## config.mk

```make
export PLATFORM = sky130hd
export DESIGN_NAME = lsu_mem_ctrl
export DESIGN_NICKNAME = d
export VERILOG_FILES = /design/src/rtl/lsu_mem_ctrl.sv
export SDC_FILE = /design/constraint.sdc
export NUM_CORES = 1
export LEC_CHECK = 0
export ABC_AREA = 1
export CELL_PAD_IN_SITES_DETAIL_PLACEMENT = 1
export CELL_PAD_IN_SITES_GLOBAL_PLACEMENT = 1
export CORE_MARGIN = 10
export CORE_UTILIZATION = 32
export DETAILED_ROUTE_END_ITERATION = 16
export GPL_ROUTABILITY_DRIVEN = 0
export PLACE_DENSITY = 0.78
export SLEW_MARGIN = 10
export SYNTH_ARGS = -nofsm -noshare
export SYNTH_HDL_FRONTEND = slang
export SYNTH_SLANG_ARGS = --single-unit
export TNS_END_PERCENT = 20
```

## constraint.sdc

```tcl
create_clock -name clk -period 2.46 [get_ports clk]
set_input_delay 0.246 -clock clk [delete_from_list [all_inputs] [get_ports clk]]
set_output_delay 0.246 -clock clk [all_outputs]
set_load 0.01 [all_outputs]
```

## src/rtl/lsu_mem_ctrl.sv

```systemverilog
// Load/store controller for a word-addressed single-port RAM with combinational read.
// Handles byte/half/word loads with sign or zero extension, and sub-word stores via read-modify-write.
module lsu_mem_ctrl #(
    parameter int DATA_WIDTH = 32,
    parameter int ADDR_WIDTH = 10
) (
    input  logic                  clk,
    input  logic                  rst,
    input  logic                  req,
    input  logic                  wr,
    input  logic [1:0]            size,
    input  logic                  uns,
    input  logic [31:0]           addr,
    input  logic [31:0]           wdata,
    output logic                  busy,
    output logic                  done,
    output logic                  err,
    output logic [31:0]           rdata,
    output logic [ADDR_WIDTH-1:0] mem_A,
    output logic [DATA_WIDTH-1:0] mem_WD,
    output logic                  mem_we,
    input  logic [DATA_WIDTH-1:0] mem_RD
);

    localparam logic [1:0] IDLE  = 2'd0;
    localparam logic [1:0] READ  = 2'd1;
    localparam logic [1:0] WRITE = 2'd2;
    localparam logic [1:0] DONE  = 2'd3;

    localparam logic [1:0] SZ_BYTE = 2'b00;
    localparam logic [1:0] SZ_HALF = 2'b01;
    localparam logic [1:0] SZ_WORD = 2'b10;

    logic [1:0]            state;
    logic [1:0]            state_next;
    logic                  wr_q;
    logic [1:0]            size_q;
    logic                  uns_q;
    logic                  err_q;
    logic [ADDR_WIDTH+1:0] addr_q;
    logic [31:0]           wdata_q;
    logic [31:0]           word_q;
    logic [31:0]           rdata_q;
    logic                  accept;
    logic                  bad_access;
    logic                  addr_hi_unused;

    // Only the byte offset and the RAM word index are meaningful; the rest wraps.
    assign addr_hi_unused = ^addr[31:ADDR_WIDTH+2];

    function automatic logic is_misaligned(input logic [1:0] sz, input logic [1:0] lo);
        case (sz)
            SZ_BYTE: return 1'b0;
            SZ_HALF: return lo[0];
            SZ_WORD: return lo != 2'b00;
            default: return 1'b1;
        endcase
    endfunction

    function automatic logic [31:0] load_extend(input logic [31:0] word, input logic [1:0] sz,
                                                input logic zext, input logic [1:0] lane);
        logic [7:0]  b;
        logic [15:0] h;
        logic        fill;
        b = word[{lane, 3'b000} +: 8];
        h = word[{lane[1], 4'b0000} +: 16];
        case (sz)
            SZ_BYTE: begin
                fill = ~zext & b[7];
                return {{24{fill}}, b};
            end
            SZ_HALF: begin
                fill = ~zext & h[15];
                return {{16{fill}}, h};
            end
            default: return word;
        endcase
    endfunction

    function automatic logic [31:0] store_merge(input logic [31:0] word, input logic [31:0] data,
                                                input logic [1:0] sz, input logic [1:0] lane);
        logic [31:0] merged;
        merged = word;
        case (sz)
            SZ_BYTE: merged[{lane, 3'b000} +: 8] = data[7:0];
            SZ_HALF: merged[{lane[1], 4'b0000} +: 16] = data[15:0];
            default: merged = data;
        endcase
        return merged;
    endfunction

    assign accept     = (state == IDLE) && req;
    assign bad_access = is_misaligned(size, addr[1:0]);

    always_comb begin
        state_next = state;
        case (state)
            IDLE: begin
                if (req) begin
                    if (bad_access)
                        state_next = DONE;
                    else if (!wr || size != SZ_WORD)
                        state_next = READ;
                    else
                        state_next = WRITE;
                end
            end
            READ:    state_next = wr_q ? WRITE : DONE;
            WRITE:   state_next = DONE;
            DONE:    state_next = IDLE;
            default: state_next = IDLE;
        endcase
    end

    always_ff @(posedge clk or posedge rst) begin
        if (rst) begin
            state  <= IDLE;
            wr_q   <= 1'b0;
            size_q <= 2'b00;
            uns_q  <= 1'b0;
            err_q  <= 1'b0;
        end else begin
            state <= state_next;
            if (accept) begin
                wr_q   <= wr;
                size_q <= size;
                uns_q  <= uns;
                err_q  <= bad_access;
            end
        end
    end

    // Request capture and RAM read capture (data path, not reset)
    always_ff @(posedge clk) begin
        if (accept) begin
            addr_q  <= addr[ADDR_WIDTH+1:0];
            wdata_q <= wdata;
        end
        if (state == READ)
            word_q <= mem_RD;
    end

    // Load result is architecturally visible, so it is reset and held between loads
    always_ff @(posedge clk or posedge rst) begin
        if (rst)
            rdata_q <= '0;
        else if (state == READ && !wr_q)
            rdata_q <= load_extend(mem_RD, size_q, uns_q, addr_q[1:0]);
    end

    assign busy   = state != IDLE;
    assign done   = state == DONE;
    assign err    = done & err_q;
    assign rdata  = rdata_q;
    assign mem_A  = (state != IDLE) ? addr_q[ADDR_WIDTH+1:2] : '0;
    assign mem_we = state == WRITE;
    assign mem_WD = (state == WRITE) ? store_merge(word_q, wdata_q, size_q, addr_q[1:0]) : '0;

endmodule

```

* After elaboration in Yosys (flattened, before gate mapping)
Index checks and enable logic that the tools add are counted.
Word-level totals: bits in registers 115, word-level logic and storage cells 51, output and inout port bits 78, input port bits 103
Operators by class: shift operators 6, bitwise gates (word level) 4, muxes and demuxes 12, eq/ne operators 8, reductions and logical operators 10, $add $sub $neg 2
Operators by type and width (count):
- $pmux 32 s2 | 2
- $bwmux 32 | 2
- $mux 32 | 1
- $shift 16x7->32 const A | 1
- $shift 8x7->32 const A | 1
- $shiftx 16x7->32 | 1
- $shiftx 32x6->16 | 1
- $shiftx 32x6->8 | 1
- $shiftx 8x7->32 | 1
- $neg 5->7 | 2
- $mux 10 | 1
- $pmux 2 s4 | 1
- $eq 2x1->1 const B | 3
- $eq 2x2->1 const B | 3
- $logic_not 2->1 | 3
- $mux 2 | 3
- $ne 2x2->1 const B | 2
- $reduce_bool 2->1 | 2
- $and 1x1->1 | 3
- $pmux 1 s3 | 1
- $logic_and 1x1->1 | 2
- $logic_not 1->1 | 2
- $logic_or 1x1->1 | 1
- $mux 1 | 1
- $not 1->1 | 1

* Logic depth before layout (Yosys ltp)
Gate-level depths: netlist of the first run.
depth after elaboration 6, mapped depth 10, depth with buffers taken out 9

* Worst setup path before layout of the first run
Ideal clock, no wire load.
kind register to register, start register state[1], end register rdata_q[16] (netlist: rdata[16]), data arrival time 2.299 ns, library setup time 0.122 ns, cell stages (with the launch flop) 10, period minus slack after synthesis 2.420 ns, buffers on the path 2, slack 0.040 ns, data required time 2.338 ns, cell sequence dfrtp_1 > inv_1 > ha_1 > inv_1 > nor2_4 > inv_1 > buf_2 > buf_2 > a21oi_1 > a21oi_2
On the way: word-level cells in the longest chain between the ends 2
Ends and longest elaborated chain:
- start: declaration | RTL line 34 | logic [1:0] state;
- start signal: assignment | RTL line 123 | state <= state_next;
- $eq 2x1->1 | RTL line 147 | else if (state == READ && !wr_q)
- $logic_and 1x1->1 | RTL line 147
- end signal: assignment | RTL line 148 | rdata_q <= load_extend(mem_RD, size_q, uns_q, addr_q[1:0]);
- end: declaration | RTL line 43 | logic [31:0] rdata_q;
Every way passes these cells. A chain may end at the register's enable or synchronous reset.

* Worst setup path in the final report of the first run
start register addr_q[0], end output port mem_WD[16]
On the way: word-level cells in the longest chain between the ends 5, elaborated cells between the ends (all ways) 6, those cells by class add/sub (1); shift (2); mux (3)
Ends and longest elaborated chain:
- start: declaration | RTL line 40 | logic [ADDR_WIDTH+1:0] addr_q;
- start signal: assignment | RTL line 136 | addr_q <= addr[ADDR_WIDTH+1:0];
- $neg 5->7 (*) | RTL line 85 | SZ_BYTE: merged[{lane, 3'b000} +: 8] = data[7:0];
- $shiftx 8x7->32 or $shift 8x7->32 (tied branches) | RTL line 85
- $bwmux 32 (*) | RTL line 85
- $pmux 32 s2 (*) | RTL line 84 | case (sz)
- $mux 32 (*) | RTL line 157 | assign mem_WD = (state == WRITE) ? store_merge(word_q, wdata_q, size_q, addr_q[1:0]) : '0;
- end: declaration | RTL line 20 | output logic [DATA_WIDTH-1:0] mem_WD,
Mark *: on every way between the ends. The rest lies on a longest branch, timed or not.

==> out/metrics.yaml, run 1 <==
status: "complete, no violations"
clock-skew-final_ns: 0.009270
whs_ns: 0.2458
syn2layout_area_growth_pct: 42.91
chipWidth_um: 156.6
timing.final.ws_setup_ns: 0.02304
grtUsageMet3_pct: 6.497
nets: 956
clk_latency_ns: 0.42
grt_max_degree: 42
tightest_slew_ns: 0.5110
ys_warn_count: 0
finalCritPeriodShare_pct: 99.06
clock-sinks: 115
crit_arrival_ns: 2.19
synth_edf_count: 76
power_w: 0.01071
setup_viol: 0
antenna_found_initial: 0
cts-htree-levels: 4
grt_usage_pct: 18.13
rsz0062_at_grt: "true"
max_stage_delay_ns: 0.41
vias: 5472
drcViolationCount: 0
synth_fp_nets: 776
cts_tree: "yes"
end_kind: "primary output"
cts_buffer_depth: 2
synth_commonest_cells: "nand2_1 (153), a21oi_1 (77), edfxtp_1 (76), inv_1 (73), o21ai_0 (53)"
period_needed_ns: 2.437
firstDrtPassIters: 4
io_pins: 181
ys_ff_latch: 115
met1_usage_pct: 21.58
max_freq_mhz: 410.3
wl_per_cell_um: 20.47
synth_top_area_share_pct: 38.21
power.density_nw_per_um2: 1255
grt_pass1_vias: 5921
path_class: "reg -> out"
async_flop_share_pct: 33.91
grt.busiest_layer: "met2"
yosys.area.top_type: "edfxtp_1"
rows: 49
hpwl_um: 16170
finalMaxSlewViolations: 0
utilization_pct: 47.03
port_buffers: 160
place_ws_ns: -0.01919
worstPathCellList: "inv_2, buf_4, ha_1, clkinv_1, nor2_4, nand4_1, nand2_1, nand2_1, a21oi_2, clkdlybuf4s15_2"
ys.flop_type: "edfxtp_1"
r2r_start: "size_q[1]$_DFFE_PP0P_"
fin_cells: 1086
grt_pass1_wl_um: 34250
path_clk_slew_ns: 0.06
detail_route.vias_per_cell: 5.039
startpoint_type: "register"
dr.first_iter.drc_count: 328
slowest_stage: "edfxtp_1"
hold_path.class: "in -> async"
overflow: 0
maxSlewHeadroom_pct: 65.93
ys_top_cells_by_area: "edfxtp_1 (38%), dfrtp_1 (16%), nand2_1 (9.6%), a21oi_1 (6.5%), inv_1 (4.6%)"
diodes: 0
seq_area_frac_synth_pct: 54.56
yosysUniqueCellTypes: 32
crit_start: "addr_q[0]$_DFFE_PP_"
cts_made_buffers: 17
final_hold_viol_count: 0
ant_nets: 0
timing.critical_path.fanout_max: 8
cpMostUsedCell: "nand2_1"
met2_usage_pct: 29.82
synthCells: 664
coreArea_sq_um: 18150
critPathRequiredTime_ns: 2.21
initial_core_util_pct: 32.91
drive_gt1_share_pct: 16.10
root_buffer: "clkbuf_16"
synth.most_common_cell: "nand2_1"
cap_viol_max_count: 0
syn_area_per_cell_sq_um: 8.994
wl_um: 22240
p_leak_nw: 3.625
die_h_um: 156.6
dpl.cell_count: 1050
peakVddDrop_v: 0.0005432
die-area_sq_um: 24530
syn_area_sq_um: 5972
routing by layer:
layer | share of wire (%) | vias to the layer above | wire length, um
met5 | 0 | - | 0
met4 | 1.9 | 0 | 432
met3 | 6.4 | 34 | 1432
met2 | 49 | 156 | 10830
met1 | 43 | 2657 | 9538
li1 | - | 2625 | -
state kept, by name, indices dropped and copies added (netlist names):
register / flops
addr_q: 12
err_q: 1
rdata: 32
size_q: 2
state: 2
uns_q: 1
wdata_q: 32
word_q: 32
wr_q: 1
per-stage QoR:
stage | TNS, ns | instance area (sq um)
after floorplan | 0 | 5972
after global placement | 0 | 7918
after detailed placement | -0.01919 | 7918
after CTS | -0.02872 | 8592
after global routing | -0.4749 | 8534
final | 0 | 8534
worst max-delay path, delay by kind of cell, from the launching register on:
family	cells	cell delay [ns]
and+or+nand+nor	4	0.44
AOI/OAI and AO/OA	1	0.18
adders and majority gates	1	0.14
DFF	1	0.41
buffers and inverters	4	0.59
cells by family after synthesis:
logic type                 count (synthesis)  share of synthesized area, %
and+or+nand+nor                          243                         17.31
adders and majority gates                  9                         1.886
buffers and inverters                    113                         8.485
DFF                                      115                         54.56
AOI/OAI and AO/OA                        184                         17.77
path summary, 6_finish.rpt:
kind	to	slack, ns	cells past startpoint
max	mem_WD[16]	0.02	10
min	rdata[12]$_DFFE_PP0P_	0.25	3
max reg2reg	rdata[6]$_DFFE_PP0P_	0.64	7
min reg2reg	rdata[14]$_DFFE_PP0P_	0.48	2
max in group asynchronous	size_q[1]$_DFFE_PP0P_	1.83	3
min in group clk	addr_q[3]$_DFFE_PP_	0.38	1
cell type report:
| type | instances | area [sq um] |
|---|---|---|
| multi-input cells | 436 | 2278 |
| fillers | 2073 | 9613 |
| clock inverters | 8 | 150.1 |
| repair buffers | 195 | 1777 |
| well taps | 229 | 286.5 |
| clock buffers | 24 | 471.7 |
| inverters | 78 | 304.0 |
| repair inverters | 1 | 7.507 |
| flip-flops and latches | 115 | 3259 |
layout by cell type (no fill, tap or decap), types with 12 or more instances in the layout:
cell type	instances
a21oi_1	71
a22oi_1	18
edfxtp_1	76
nor2_1	48
clkbuf_16	17
nand2_1	152
nand3_1	19
dfrtp_1	38
inv_1	67
o21ai_0	48
clkdlybuf4s50_1	128
clkbuf_2	18
a21oi_2	16
buf_4	32
o22ai_1	12
power breakdown:
| part | internal, W | switching, W |
|---|---|---|
| Sequential | 0.00280 | 0.000364 |
| Combinational | 0.00198 | 0.00294 |
| Clock | 0.00175 | 0.000876 |
| Total | 0.00653 | 0.00418 |
repair_timing:
action | 4_1_cts | 5_1_grt
pin swaps | 1 | 2
hold buffers | 0 | 0
setup endpoints to repair | 32 | 32
resized for setup | 72 | 55
buffers inserted | 3 | 0
cloned | 1 | 0
Note: power is estimated with default switching activity, not from simulation.
==> run 2, diff against run 1 <==
--- a/config.mk
+++ b/config.mk
@@ -12,2 +12,3 @@
 export CORE_UTILIZATION = 32
+export CTS_CLUSTER_DIAMETER = 150
 export DETAILED_ROUTE_END_ITERATION = 16
--- a/constraint.sdc
+++ b/constraint.sdc
@@ -3,2 +3,2 @@
 set_output_delay 0.246 -clock clk [all_outputs]
-set_load 0.01 [all_outputs]
+set_load 0.005 [all_outputs]
==> run 2 against run 1 <==
- the run now ends with negative setup slack left
- clock power fell by 11%
- sequential share of layout area fell by 0.36 points
- combinational power fell by 1%
- largest cell class unchanged
==> out/metrics.yaml, run 2 (synthesized netlist as in run 1, its figures left out) <==
die-area_sq_um: 24530  # unchanged
power_switching_w: 0.004065  # -2.8%
max_freq_mhz: 392.9  # -4.3%
power.density_nw_per_um2: 1204  # -4.0%
peakVddDrop_v: 0.0005209  # -4.1%
routed-wl-met2_um: 11250  # +3.9%
detail_route.vias_per_cell: 5.188  # +3.0%
grt_usage_pct: 18.36  # +0.23 points
chipWidth_um: 156.6  # unchanged
maxSlewHeadroom_pct: 63.57  # -2.4 points
hpwl_um: 16350  # +1.1%
drcViolationCount: 0  # unchanged
clock-sinks: 115  # unchanged
period_needed_ns: 2.545  # +0.1082 ns
wl_met1_um: 9537  # about the same
cts_tree: "yes"
regToRegSetupSlack_ns: 0.66  # +0.02 ns
diodes: 0  # unchanged
layout_common_cells: "nand2_1 (152), clkdlybuf4s50_1 (128), edfxtp_1 (76)"
end_kind: "primary output"
hold_path.class: "in -> async"
internal-power_w: 0.006311  # -3.3%
port_buffers: 160  # unchanged
failed_checks: "negative setup slack"
pwr-share-seq_pct: 30.6  # +1.1 points
vias: 5650  # +3.3%
wl_per_cell_um: 21.02  # +2.7%
tightest_slew_ns: 0.5464  # +0.03538 ns
setup_viol: 2  # +2
dr.first_iter.drc_count: 390  # +19%
wl_um: 22890  # +3.0%
drive_gt1_share_pct: 17.09  # +0.99 points
status: "complete, but fails checks"
die_h_um: 156.6  # unchanged
p_clk_share_pct: 22.6  # -1.9 points
final_hold_viol_count: 0  # unchanged
r2r_cells: 10  # +3
utilization_pct: 47.49  # +0.46 points
layout_commonest_cell: "nand2_1"
antenna_found_initial: 0  # unchanged
p_sw_share_pct: 39.17  # +0.12 points
cts-htree-levels: 4  # unchanged
cts_buffer_depth: 2  # unchanged
whs_ns: 0.2583  # +0.01250 ns
syn2layout_area_growth_pct: 44.31
grt_pass1_vias: 5968  # +0.79%
cts_made_buffers: 17  # unchanged
rows: 49  # unchanged
clk_latency_ns: 0.42  # about the same
r2r_start: "state[1]$_DFFE_PP0P_"
cap_viol_max_count: 0  # unchanged
ctsHoldBuffers: 0  # unchanged
path_clk_slew_ns: 0.06  # about the same
finalMaxSlewViolations: 0  # unchanged
p_leak_nw: 3.701  # +2.1%
clock-skew-final_ns: 0.007531  # -0.001739 ns
timing.final.ws_setup_ns: -0.08517  # -0.1082 ns
firstDrtPassIters: 5  # +1
grt_max_degree: 41  # -2.4%
top_layer: "met4"
rr_endpoint: "rdata[5]$_DFFE_PP0P_"
initial_core_util_pct: 32.91  # unchanged
power_w: 0.01038  # -3.1%
finalCritPeriodShare_pct: 103.5  # +4.4 points
ant_nets: 0  # unchanged
io_pins: 181  # unchanged
rsz0062_at_grt: "true"
pwr-share-comb_pct: 46.8  # +0.9 points
grt_pass1_wl_um: 34570  # +0.93%
path_class: "reg -> out"
overflow: 0  # unchanged
root_buffer: "clkbuf_16"
startpoint_type: "register"
coreArea_sq_um: 18150  # unchanged
critPathRequiredTime_ns: 2.21  # about the same
nets: 959  # +0.31%
timing.critical_path.fanout_max: 8  # unchanged
wl_met3_um: 1710  # +19%
crit_arrival_ns: 2.30  # +0.11 ns
run 2: layout make-up:
type | count | area, sq um
Fill cell | 2073 | 9529
Sequential cell | 115 | 3261
Multi-Input combinational cell | 436 | 2351
Timing Repair Buffer | 197 | 1852
Clock buffer | 19 | 432.9
Inverter | 78 | 302.8
Tap cell | 229 | 286.5
Clock inverter | 13 | 117.6
Timing Repair inverter | 2 | 15.01
run 2: how the worst max path moves through the flow:
stage                    startpoint                     to  slack (ns)  cells past startpoint
2_1_floorplan  state[1]$_DFFE_PP0P_  rdata[16]$_DFFE_PP0P_        0.04                      9
3_3_place_gp    addr_q[0]$_DFFE_PP_             mem_WD[16]        0.06                     10
3_5_place_dp    addr_q[0]$_DFFE_PP_             mem_WD[16]       -0.03                     10
4_1_cts         addr_q[0]$_DFFE_PP_             mem_WD[26]       -0.22                      7
5_1_grt         addr_q[0]$_DFFE_PP_              mem_WD[6]       -0.21                     10
6_report        addr_q[1]$_DFFE_PP_              mem_WD[6]       -0.09                     10
run 2: routing by layer:
metal / vias up / global-route usage, %
li1: 2633 / -
met5: - / 0
met1: 2784 / 21.72
met3: 27 / 6.168
met4: 0 / 5.528
met2: 206 / 30.96
run 2: power groups by stage:
stage	sequential [W]	clock, W	combinational [W]
2_1_floorplan	0.00311	0	0.00249
3_3_place_gp	0.00315	0	0.00462
3_5_place_dp	0.00318	0	0.00473
4_1_cts	0.00316	0.00239	0.00480
5_1_grt	0.00324	0.00248	0.00538
6_report	0.00317	0.00234	0.00486
run 2: critical path, stage by stage, from the launching register on:
cell and delay (ns):
edfxtp_1 0.42, inv_2 0.11, ha_1 0.24, inv_2 0.11
buf_12 0.12, nand4_1 0.12, buf_6 0.17, o21ai_0 0.14
inv_1 0.07, nor2_2 0.13, dlygate4sd2_1 0.25
run 2: metrics by stage:
step | cells | setup TNS (ns) | cell area, sq um | setup slack, ns
finish | 1089 | -0.1474 | 8618 | -0.08517
global route | 1089 | -1.167 | 8618 | -0.2116
CTS | 1088 | -0.6049 | 8553 | -0.2165
detailed placement | 1049 | -0.02579 | 7923 | -0.02579
global placement | 1049 | 0 | 7923 | 0.06149
floorplan | 664 | 0 | 5972 | 0.03978
run 2: what timing repair did:
action	CTS	global route
gates cloned	2	0
pin swaps	2	4
setup endpoints to repair	32	33
resized for setup	62	67
buffers inserted	5	1
==> RTL edit 1: new RTL, config.mk and constraints of run 1 <==
Make the reset (`rst`) synchronous in 2 clocked blocks.
--- a/src/rtl/lsu_mem_ctrl.sv
+++ b/src/rtl/lsu_mem_ctrl.sv
@@ -112,7 +112,7 @@
         endcase
     end
 
-    always_ff @(posedge clk or posedge rst) begin
+    always_ff @(posedge clk) begin
         if (rst) begin
             state  <= IDLE;
             wr_q   <= 1'b0;
@@ -141,7 +141,7 @@
     end
 
     // Load result is architecturally visible, so it is reset and held between loads
-    always_ff @(posedge clk or posedge rst) begin
+    always_ff @(posedge clk) begin
         if (rst)
             rdata_q <= '0;
         else if (state == READ && !wr_q)
Check against the original RTL: differs if rst is asserted again (counterexample within 4 cycles, from zero or initial values and one cycle with rst high); with rst held inactive, the same outputs for 10 cycles.
==> RTL edit 1 against run 1 <==
Total power is 29% lower; sequential cell count is the same; worst setup slack better by 0.067 ns; clock power fell by 12%; largest cell class unchanged; combinational power decreased by 48%; clock skew decreased by 0.0011 ns; area after synthesis decreased by 4.8%; final area decreased by 4.8%; critical path depth unchanged; routed wire length down 4.8%.
==> RTL edit 1: results (changes against run 1) <==
register_area_sq_mm: 0.00306  # -6.0%
drt-total-wl_um: 21200  # -4.8%
power_density_mw_per_mm2: 931  # -26%
drive_above_1_share_pct: 14.4  # -1.7 points
num-multi-input-gates: 431  # -1.1%
drt_iter0_markers: 345  # +5.2%
fill_cells: 2028  # -2.2%
avgSynthCellArea_sq_um: 8.69  # -3.4%
status: "finished clean"
synth_nets: 766  # -1.3%
slew_headroom_pct: 60.1  # -5.8 points
buf_share_pct: 21.0  # +0.14 points
synthCells: 654  # -1.5%
post_dp_cell_area_sq_mm: 0.00763  # -3.7%
cts.clk_slew.worst_paths_ns: 0.06  # about the same
grt_use_total_pct: 17.9  # -0.26 points
clock_cell_area_share_pct: 6.79  # -0.50 points
grt_pass1_vias: 5761  # -2.7%
fin_nets: 937  # -2.0%
crit_family: "buffers and inverters"
cts_buffers: 17  # unchanged
synth_commonest_cells: "156 x nand2_1, 90 x a21oi_1, 76 x edfxtp_1, 66 x inv_1, 46 x o21ai_0"
p_leak_nw: 3.29  # -9.2%
root_buffer: "clkbuf_16"
clock_latency_ns: 0.41
fin_skew_ns: 0.00816  # -0.00110 ns
hold_depth: 1
place_ws_ns: 0.0151  # +0.0343 ns
h-tree-depth: 4  # unchanged
min_from: "wdata[16]"
max_stage_delay_ns: 0.36  # -0.05 ns
ys_types: 31  # -3.1%
diodes: 0  # unchanged
reg2reg_from: "state[0]"
grt_max_degree: 46  # +9.5%
peakVddDrop_uv: 463  # -15%
final.min_clock_period_ns: 2.37  # -0.0673 ns
worst_ep_arrival_time_ns: 2.12  # -0.07 ns
synthTopCellsByArea: "edfxtp_1 40%, dfxtp_1 14%, nand2_1 10%"
critPathCapture: "mem_WD[20]"
seq_cell_count: 115  # unchanged
hold_path.class: "in -> reg"
nClkBuffers: 18  # -25%
reg2reg_to: "state[0]"
dp_hpwl_um: 15800  # -2.1%
vias_per_cell: 5.09  # +1.0%
multi_input_area_share_pct: 27.8  # +1.1 points
grt_pass1_wl_um: 33400  # -2.5%
stdcell_count: 1063  # -2.1%
seq_area_frac_synth_pct: 53.9  # -0.67 points
rr_worst_depth: 7  # unchanged
ys_async_sr_fraction_pct: 0  # -34 points
startpoint: "addr_q[0]"
n_all_inverters: 70  # -11%
yosys_warnings: 0  # unchanged
drtPass1Iterations: 5  # +1
dp_cells: 1030  # -1.9%
nNonClkBuffers: 190  # -2.6%
reg2reg_slack_ns: 0.55  # -0.09 ns
report.final.setup_viol: 0  # unchanged
[RTL edit 1: changes by cell type after synthesis, moves of 3 or more]
cell / change
buf_4: -5
a21oi_1: +13
dfrtp_1: -39
o211ai_1: +6
dfxtp_1: +39
nand2_1: +3
o21ai_0: -7
a41oi_1: +3
o22ai_1: +8
a22oi_1: +4
nor2_1: -19
inv_1: -7
clkbuf_1: +11
a21oi_2: -9
[RTL edit 1: cells by family (layout without fill, tap and decap cells)]
logic type / count (synthesis) / in the layout / share of synthesized area, %
AND/OR/NAND/NOR: 220 / 220 / 15.9
adder cells (fa/ha/maj): 9 / 9 / 1.98
AO/OA/AOI/OAI: 202 / 202 / 20.6
buffers and inverters: 108 / 292 / 7.70
flip-flops: 115 / 115 / 53.9
[RTL edit 1: what timing repair did]
item                       in CTS  in global routing
hold buffers                    0                  0
buffers inserted                1                  0
pin swaps                       1                  1
gates resized for setup        53                 63
setup endpoints to repair      32                 32
[RTL edit 1: worst min-delay path by stage]
stage                        to  slack (ns)
detailed placement     rdata[6]        0.49
finish              wdata_q[16]        0.39
floorplan             addr_q[0]        0.34
global route          addr_q[7]        0.37
CTS                 wdata_q[19]        0.37
global placement       rdata[6]        0.48
[RTL edit 1: where the power goes]
part           internal [mW]  total (mW)  switching (mW)
logic                   1.03        2.55            1.52
clock network           1.40        2.31           0.906
registers               2.50        2.71           0.216
total                   4.93        7.57            2.64
[RTL edit 1: layer usage]
| metal | up-vias | GRT usage (%) | share of wire (%) |
|---|---|---|---|
| met5 | - | 0 | 0 |
| met4 | 0 | 4.86 | 1.7 |
| met3 | 28 | 6.17 | 6.5 |
| met2 | 171 | 29.2 | 49 |
| met1 | 2598 | 21.8 | 43 |
| li1 | 2615 | - | - |
==> RTL edit 2: new RTL, config.mk and constraints of run 1 <==
Made on the original files. Change the parameter `ADDR_WIDTH` from 10 to 9.
--- a/src/rtl/lsu_mem_ctrl.sv
+++ b/src/rtl/lsu_mem_ctrl.sv
@@ -2,7 +2,7 @@
 // Handles byte/half/word loads with sign or zero extension, and sub-word stores via read-modify-write.
 module lsu_mem_ctrl #(
     parameter int DATA_WIDTH = 32,
-    parameter int ADDR_WIDTH = 10
+    parameter int ADDR_WIDTH = 9
 ) (
     input  logic                  clk,
     input  logic                  rst,
Interface: changed (resized mem_A); port bits go from 181 to 180. The function was not compared with the original's and may differ.
==> RTL edit 2 against run 1 <==
Final area decreased by 0.44%; worst setup slack improved by 0.055 ns; area after synthesis decreased by 1.5%; routed wire length increased by 2.8%; synthesized cell count decreased by 0.45%; non-clock buffer count increased by 5; combinational power increased by 1%; core utilization increased by 0.11 points; total power decreased by 2.2%; sequential cell count decreased by 1; register-to-register slack got worse by 0.07 ns; largest cell class unchanged; fmax increased by 2.3%; clock skew decreased by 0.0029 ns; critical endpoint is now mem_WD[7].
==> RTL edit 2: results (changes against run 1) <==
worst_slew_pin_slew_ns: 0.582  # +0.0706 ns
drtPass1Iterations: 5  # +1
reg2reg_to: "state[0]"
final_cell_area_sq_mm: 0.00850  # -0.44%
ys_types: 30  # -6.3%
use_met3_pct: 5.57  # -0.93 points
synth_commonest_cells: "153 x nand2_1, 76 x a21oi_1, 75 x edfxtp_1, 65 x inv_1, 61 x o21ai_0"
multi_input_area_sq_mm: 0.00234  # +2.9%
synthAdderAreaFrac_pct: 1.91  # +0.028 points
startpoint: "addr_q[1]"
avgSynthCellArea_sq_um: 8.90  # -1.0%
nClkBuffers: 29  # +21%
vias_per_cell: 5.13  # +1.8%
synth_nets: 773  # -0.39%
reg2reg_slack_ns: 0.57  # -0.07 ns
portBuffers: 158  # -1.3%
grt_use_met2_pct: 30.9  # +1.0 points
synth-seq-cells: 114  # -0.87%
worst_ep_arrival_time_ns: 2.14  # -0.05 ns
wire_per_inst_um: 21.0  # +2.7%
groute.layer.met1.usage_pct: 22.4  # +0.80 points
nNonClkBuffers: 200  # +2.6%
grt_pass1_vias: 5779  # -2.4%
drive_above_1_share_pct: 17.7  # +1.6 points
n_all_inverters: 69  # -13%
grt_pass1_wl_um: 34600  # +1.0%
status: "finished clean"
drt_iter0_markers: 478  # +46%
wl_met1_um: 9530  # -0.12%
cts_resized: 123  # +71%
num-multi-input-gates: 443  # +1.6%
via_count: 5575  # +1.9%
seq_area_frac_synth_pct: 54.9  # +0.31 points
dp_cells: 1052  # +0.19%
fill_cells: 2106  # +1.6%
ys_async_sr_fraction_pct: 34.2  # +0.30 points
-- RTL edit 2: cell count changes in the layout (fill, tap and decap cells not counted), sizes merged, moves of 2 or more --
cell | run 1 | this run
buf | 41 | 68
clkbuf | 42 | 34
inv | 75 | 67
nor3b | 0 | 8
o21ai | 53 | 61
o221ai | 8 | 0
clkdlybuf4s15 | 6 | 1
bufinv | 4 | 0
clkinvlp | 3 | 0
clkdlybuf4s50 | 128 | 126
dlygate4sd2 | 2 | 0
-- RTL edit 2: report_power, final --
| group | switching (mW) | internal (mW) | leakage [nW] | total [mW] |
|---|---|---|---|---|
| logic | 2.94 | 2.03 | 2.15 | 4.97 |
| clock network | 0.859 | 1.48 | 0.276 | 2.34 |
| registers | 0.377 | 2.78 | 1.16 | 3.15 |
| total | 4.18 | 6.29 | 3.58 | 10.5 |
-- RTL edit 2: cell families (layout without fill, tap and decap cells) --
kind of cell / Yosys count / count (layout)
simple gates: 250 / 250
fa+ha+maj: 9 / 9
flops: 114 / 114
buf+inv: 104 / 301
compound gates: 184 / 184
